==> src/rtl/demux_8x1.sv <==
// 1-to-8 demultiplexer: steers A onto lane d[s], all other lanes zero.
// REG_OUT selects a registered (1-cycle latency) or purely combinational output.
module demux_8x1 #(
  parameter bit REG_OUT = 1'b1
) (
  input  logic       clk,
  input  logic       rst,
  input  logic       A,
  input  logic [2:0] s,
  output logic [7:0] d
);

  logic [7:0] w_next_d;
  logic [7:0] r_d;

  // Full case with a zero default so out-of-contract selects never hold state.
  always_comb begin
    w_next_d = 8'h00;
    case (s)
      3'd0:    w_next_d = {7'b0, A};
      3'd1:    w_next_d = {6'b0, A, 1'b0};
      3'd2:    w_next_d = {5'b0, A, 2'b0};
      3'd3:    w_next_d = {4'b0, A, 3'b0};
      3'd4:    w_next_d = {3'b0, A, 4'b0};
      3'd5:    w_next_d = {2'b0, A, 5'b0};
      3'd6:    w_next_d = {1'b0, A, 6'b0};
      3'd7:    w_next_d = {A, 7'b0};
      default: w_next_d = 8'h00;
    endcase
  end

  always_ff @(posedge clk) begin
    if (rst) begin
      r_d <= 8'h00;
    end else begin
      r_d <= w_next_d;
    end
  end

  // The register is optimised away when the output is combinational.
  assign d = REG_OUT ? r_d : w_next_d;

endmodule

==> config.mk <==
export PLATFORM = sky130hd
export DESIGN_NAME = demux_8x1
export DESIGN_NICKNAME = d
export VERILOG_FILES = /design/src/rtl/demux_8x1.sv
export SDC_FILE = /design/constraint.sdc
export NUM_CORES = 1
export LEC_CHECK = 0
export CAP_MARGIN = 0
export CORE_AREA = 10 10 47 49
export CTS_BUF_LIST = sky130_fd_sc_hd__clkbuf_8
export DETAILED_ROUTE_END_ITERATION = 8
export DIE_AREA = 0 0 57 59
export PLACE_DENSITY_LB_ADDON = 0.3
export REMOVE_ABC_BUFFERS = 1
export SYNTH_ARGS = -nofsm -noshare
export SYNTH_HDL_FRONTEND = slang
export SYNTH_SLANG_ARGS = --single-unit
==> constraint.sdc <==
create_clock -name clk -period 0.8 [get_ports clk]
set_clock_uncertainty 0.2 [all_clocks]
set_input_delay 0.16 -clock clk [delete_from_list [all_inputs] [get_ports clk]]
set_output_delay 0.16 -clock clk [all_outputs]
set_load 0.1 [all_outputs]
==> results.md, run 1 <==
- The number of sinks handled by clock tree synthesis is 8.
- The flow ran to the end, but the final reports show violations.
- The fmax is 913.5 MHz.
- The average footprint of a synthesized cell is 10.96 um2.
- The sort of element at the end of the critical path is a primary output.
- Summed over all cells, the static leakage comes to approximately 0.23 nW.
- The I/O pin count is 14.
- The floorplan has 14 rows.
- Ranked by instance count, the synthesized netlist is headed by sky130_fd_sc_hd__dfxtp_1, sky130_fd_sc_hd__nor2_1, sky130_fd_sc_hd__nor4_1, sky130_fd_sc_hd__or3b_1.
- The tool flagged a number of max-cap violations equal to 0.
- The average vias per placed instance is 3.947.
- The cell count after synthesis is 21.
- The final-report setup violation count is 8.
- The floorplan die area is 3363 um2.
- The residual DRC count is 0.
- The synthesized netlist occupies a cell area of 230.2 um2.
- The worst hold path was traced through 3 stages.
- Dividing the detail-routed wire length by the instance count gives 11.72 um.
- The count of buffers added on input and output ports is 13.
- The number of buffers and inverters on the critical path is 1.
- The CTS clock-pin slew for the worst setup and hold paths is approximately 0.040 ns.
- The cell-internal power is 0.8065 mW.
- The largest fanout on the critical path is 1.
- In this design, the stage delay of the slowest critical-path cell is 0.33 ns.
- The fraction of synthesized cell area taken by the top area cell type is 69.57%.
- The overall track demand over capacity in global routing is 4.104%.
- The proportion of synthesized chip area in sequential cells is 69.57%.
- The dominant cell by count in the synthesized netlist is sky130_fd_sc_hd__dfxtp_1.
- The switching share of power is 23.22%.
- TritonCTS built the clock tree.
- Setup repair after global routing could not meet its margin everywhere.
- The number of distinct library cell variants in the gate-level netlist after synthesis is 7.
- The worst setup path is launched from a register.
- The arrival time at the worst endpoint is 0.73 ns.
- The commonest register cell after synthesis is sky130_fd_sc_hd__dfxtp_1.
- The count of warnings emitted by yosys is 0.
- The register with the most flip-flops in the layout has 8 of them.
- The first global-routing pass estimated approximately 1.0 mm of wire.
- The class of the most critical hold timing path is in -> reg.
- The power density normalized to cell area is 1861 nW/um2.
- The synthesized design contains 8 register bits.
- The longest clock path from root to sink contains 2 buffers.
- The tightest hold path in the finished design has a slack of -0.01155 ns.
- For this configuration, the core starts out at a cell density of 16.43%.
- In this run the number of cells on the critical path is 1.
- CTS built an H-tree with a depth of 1.
- In the finished design, the share of the clock period the worst path needs comes to 136.8%.
- The pre-antenna-repair detailed-routing pass consisted of 2 iterations.
- The smallest clock period supported by the final layout is computed as about 1.1 ns.
- The number of violations reported at the end of detailed-routing iteration 0 is 3.
- From bottom edge to top edge, the die measures 59 um.
- STA puts the critical path data required time at 0.44 ns.
- The share of total power dissipated in sequential elements is 39.4%.
- The number of hold-repair buffers added at the cts stage is 0.
- The worst-case headroom to the max-slew limit is 85.96%.
- The checks that failed: negative hold slack, negative setup slack.
- The utilization after layout is 40.27%.
- The routed wire length is ~670 um.
- The clock network is responsible for ~46% of the overall power.
- The width of the die is roughly 57 um.
- The worst-case IR drop observed on VDD is 797.0 uV.
- After synthesis, the cell types taking the most area are sky130_fd_sc_hd__dfxtp_1, sky130_fd_sc_hd__nor2_1, sky130_fd_sc_hd__or3b_1, sky130_fd_sc_hd__nor4_1, sky130_fd_sc_hd__nand3b_1.
- 0 antenna diodes ended up in the layout.
- The signal on the critical path passes through buf_12.
- The final number of hold-violating endpoints is 5.
- The area growth from synthesis to layout is 145.1%.
- The fraction of registers with async set/reset is 0%.
- At the end of the flow, the number of nets in the layout was slightly below 50.
- On the critical path the largest part of the delay comes from flip-flops.
- Entering global routing, the biggest net connects 5 pins.
- The switching component of the power is 0.2438 mW.
- The share of layout cells above drive strength 1 is 80.49%.
- For the pin with the worst max-slew slack, the measured transition is 0.2087 ns.
- The number of antenna violations at the first check in global routing is 0.
- The final weighted congestion in routability-driven placement is approximately 0.66.
- The cell accounting for the most synthesized area is sky130_fd_sc_hd__dfxtp_1.
- The number of enable flip-flop cells after synthesis is 0.
- The slowest stage of the critical path belongs to the cell sky130_fd_sc_hd__dfxtp_2.
- The max-slew violation total from the final report is 0.
- Global routing finished with a remaining overflow of 0.
- The number of buffers created by CTS is 3.
- The core area is 1401 um2.
- The via count of the routed design is about 230.
- The number of global-route vias before repair was ~240.
- Across all setup checks in the final design, the least slack found is -0.2947 ns.
- The count of nets left with antenna violations after detail routing is 0.
- The root buffer cell is sky130_fd_sc_hd__clkbuf_8.
- The type of the worst setup path is reg -> out.
- Adding up every negative setup slack in the final design gives -2.311 ns.
- The logic gate share of total power is between 10% and 20%.
cells by family (layout without fill, tap and decap cells):
group                  after synthesis  count (layout)  share of synthesized area [%]
flip-flops                           8               8                          69.56
buffers and inverters                0              20                              0
AND/OR/NAND/NOR                     13              13                          30.44
layout make-up:
class / count / area [um2]
sequential: 8 / 170.2
fill: 145 / 837.1
tap: 16 / 20.02
multi-input combinational: 13 / 93.84
clock buffer: 3 / 41.29
timing repair buffer: 17 / 239.0
layer usage:
metal | part of all wire, % | track usage [%]
met5 | 0 | 0
met2 | 49 | 5.891
met3 | 12 | 3.433
met1 | 36 | 3.440
met4 | 3.0 | 4.027
timing repair:
action / CTS / global route
buffers inserted: 0 / 1
gates resized for setup: 26 / 8
endpoints found under the setup margin: 16 / 13
hold endpoints to repair: 0 / 3
pin swaps: 6 / 2
metrics by stage:
| step | area (um2) | hold WS [ns] | worst slack (ns) | power, mW | cells |
|---|---|---|---|---|---|
| final | 564.3 | -0.01155 | -0.2947 | 1.050 | 57 |
| after global routing | 564.3 | -0.01017 | -0.3131 | 1.077 | 57 |
| after CTS | 534.3 | 0.003460 | -0.2972 | 1.033 | 56 |
| after detailed placement | 483.0 | 0.4274 | -0.6064 | 0.5572 | 53 |
| after global placement | 483.0 | 0.4272 | -0.5937 | 0.5564 | 53 |
| after floorplan | 230.2 | 0.03638 | -0.4690 | 0.4799 | 21 |
power by group through the flow:
stage	logic, mW	clock network, mW	registers, mW
floorplan	0.0154	0	0.464
finish	0.155	0.482	0.414
detailed placement	0.138	0	0.419
global route	0.161	0.502	0.414
global placement	0.137	0	0.419
CTS	0.136	0.483	0.414
placed cells by master, fill, tap and decap left out:
| cell type | count |
|---|---|
| sky130_fd_sc_hd__buf_12 | 8 |
| sky130_fd_sc_hd__buf_4 | 4 |
| sky130_fd_sc_hd__buf_6 | 3 |
| sky130_fd_sc_hd__clkbuf_2 | 1 |
| sky130_fd_sc_hd__clkbuf_8 | 3 |
| sky130_fd_sc_hd__clkdlybuf4s15_1 | 1 |
| sky130_fd_sc_hd__dfxtp_2 | 8 |
| sky130_fd_sc_hd__nand2_2 | 1 |
| sky130_fd_sc_hd__nand2b_4 | 1 |
| sky130_fd_sc_hd__nand3b_1 | 1 |
| sky130_fd_sc_hd__nor2_1 | 5 |
| sky130_fd_sc_hd__nor2_2 | 1 |
| sky130_fd_sc_hd__nor4_1 | 1 |
| sky130_fd_sc_hd__nor4_2 | 1 |
| sky130_fd_sc_hd__or3b_4 | 2 |
path summary, 6_finish.rpt:
| check | startpoint | endpoint | slack, ns |
|---|---|---|---|
| setup / recovery | d[3]$_SDFF_PP0_ | d[3] | -0.29 |
| hold / removal | rst | d[0]$_SDFF_PP0_ | -0.01 |
Note: power is estimated with default switching activity, not from simulation.
==> run 2: changes to the inputs <==
- GPL_TIMING_DRIVEN: default -> 0
==> run 2 against run 1 <==
Compared with the run above: the run still ends with negative hold slack, negative setup slack left; routed wire length shrank 19%; die area is the same; core utilization shrank 2.1 points; cell count shrank 7.0%; global-route usage shrank 0.35 points; sequential power is essentially flat; critical endpoint is now d[7]; largest cell class unchanged; highest routed layer unchanged.
==> results.md, run 2 (synthesis gave the netlist of run 1 again) <==
- The average wire length per cell after detail routing is 10.25 um.
- The congestion estimate from routability-driven global placement came to roughly 0.57.
- Grouping stages by cell kind, the critical path spends the most delay in flip-flops.
- Clock tree synthesis selected as its root buffer the cell sky130_fd_sc_hd__clkbuf_8.
- The count of fill cells added during filler insertion is 152.
- The multi-input combinational cells in the finished layout cover a total of roughly 94 um2.
- The floorplan die area is 3363 um2.
- Of the available clock period, the critical path in the final layout requires 135.4%.
- The count of antenna diodes in the layout is 0.
- The number of antenna violations at the first check in global routing is 0.
- In this run the static leakage power is between 0.2 and 0.25 nW.
- Setup repair after global routing could not meet its margin everywhere.
- The number of buffers on the longest clock path is 2.
- Across all setup checks in the final design, the least slack found is -0.2832 ns.
- The utilization after layout is 38.13%.
- Across the run, the number of max-cap violations was 0.
- CTS saw 8 sinks.
- The routed wire length is 543 um.
- The register with the most flip-flops in the layout has 8 of them.
- The CTS tree is done.
- The global routing stage identified its most utilized layer as met4.
- For this run, the number of standard cells in the final layout without fillers is 53.
- After the first detailed-routing iteration, the DRC count stood at 0.
- Measured along the x axis, the die boundary spans 57 um.
- Measured against its own limit, the worst slew margin works out to 85.81%.
- The design draws between 1 and 1.5 mW.
- Entering global routing, the biggest net connects 6 pins.
- The checks that failed: negative hold slack, negative setup slack.
- The worst hold-check slack is -0.1024 ns.
- The flow ran to the end, but the final reports show violations.
- The slowest cell on the critical path is sky130_fd_sc_hd__dfxtp_2.
- Adding up every negative setup slack in the final design gives -2.244 ns.
- For this run, the detailed router's first-pass iteration total came to 1.
- Compared with the post-synthesis result, the final layout area differs by 132.1%.
- The worst slack at placement is -0.9837 ns.
- The class of the most critical hold timing path is in -> reg.
- The number of global-route vias before repair is 210.
- The average vias per placed instance is 3.774.
- The cell count along the critical path is 1.
- The via count of the routed design is 200.
- The number of nets in the layout is 45.
- The signal on the critical path passes through buf_12.
- The final-report setup violation count is 9.
- The launch point of the worst path is d[7]$_SDFF_PP0_.
- The number of clock buffers added by TritonCTS is 3.
- The share of layout cells above drive strength 1 is 78.38%.
- The met3 usage in global routing is 2.790%.
- In this run the vertical extent of the chip is 59 um.
- In this run the power density over the cells is ~1900 nW/um2.
- The CTS clock-pin slew for the worst setup and hold paths is 0.04 ns.
- The I/O pin count is 14.
- The actual slew at the worst max-slew pin is roughly 0.21 ns.
- The number of levels the H-tree was split into is 1.
- The site row count is 14.
- The overall track demand over capacity in global routing is 3.756%.
- The cell total after placement is 50.
- The initial cell density of the core is 16.43%.
- The sort of element at the end of the critical path is a primary output.
- The final number of hold-violating endpoints is 2.
- The largest fanout on the critical path is 1.
- The total overflow left after global routing is 0.
- The largest voltage drop on the vdd net is about 840 uV.
- Leaving out fill and tap cells, the most frequent cells in the layout are sky130_fd_sc_hd__dfxtp_2, sky130_fd_sc_hd__buf_12, sky130_fd_sc_hd__nor2_1.
- The count of buffer and inverter cells on the critical path is 1.
- The max-slew violation total from the final report came to 0.
- The arrival time at the worst endpoint is 0.72 ns.
- In this run the worst setup path terminates at d[7].
- The count of nets left with antenna violations after detail routing is 0.
- The residual DRC count is 0.
- Based on the critical path, the design can be clocked at up to a little over 900 MHz.
- The post-CTS setup repair buffer count is 0.
- The core area is 1401 um2.
- The type of the worst setup path is reg -> out.
- Buffers placed on the I/O ports in this run total 13.
- For this run, global-route usage on met1 was measured as between 3 and 4%.
- The final critical-path required period is 1.083 ns.
- The required time of the worst setup path is 0.44 ns.
- Registers take 170.2 um2.
- The kind of launch point of the worst setup path is a register.
- For this run, global-route usage on met2 was measured as 4.651%.
- The largest stage delay on the critical path is 0.33 ns.
- The first-pass GRT wire length is approximately 930 um.
run 2: cell count changes in the layout (fill, tap and decap cells not counted):
cell and delta:
sky130_fd_sc_hd__buf_4 -4
run 2: area by class of cell:
cell class,count,area share [%]
repair buffers,13,39.11
flip-flops and latches,8,31.85
multi-input cells,13,17.56
clock buffers,3,7.728
well taps,16,3.747
run 2: how the worst min path moves through the flow:
stage | from | end | depth (start not counted)
2_1_floorplan | s[1] | d[0]$_SDFF_PP0_ | 1
3_3_place_gp | rst | d[1]$_SDFF_PP0_ | 2
3_5_place_dp | s[2] | d[0]$_SDFF_PP0_ | 2
4_1_cts | s[2] | d[0]$_SDFF_PP0_ | 2
5_1_grt | rst | d[0]$_SDFF_PP0_ | 2
6_report | rst | d[0]$_SDFF_PP0_ | 2
run 2: per-stage QoR:
step	instance area (um2)	hold slack, ns
floorplan	230.2	0.03638
global placement	380.4	0.6146
detailed placement	380.4	0.6170
CTS	504.2	-0.06213
global route	534.3	-0.1060
finish	534.3	-0.1024
run 2: routing by layer:
metal  vias up  wire length [um]
li1        102                 -
met1        86               226
met2        10               237
met3         2                72
met4         0                 6
met5         -                 0
run 2: repair_timing:
action | 4_1_cts | 5_1_grt
pin swaps | 2 | 3
gates cloned | 0 | 0
endpoints found under the hold margin | 2 | 2
endpoints found under the setup margin | 16 | 14
gates resized for setup | 96 | 13
run 2: report_power, final:
| part | internal, mW | switching (mW) |
|---|---|---|
| clock | 0.324 | 0.135 |
| sequential | 0.409 | 0.00516 |
| combinational | 0.0601 | 0.0776 |
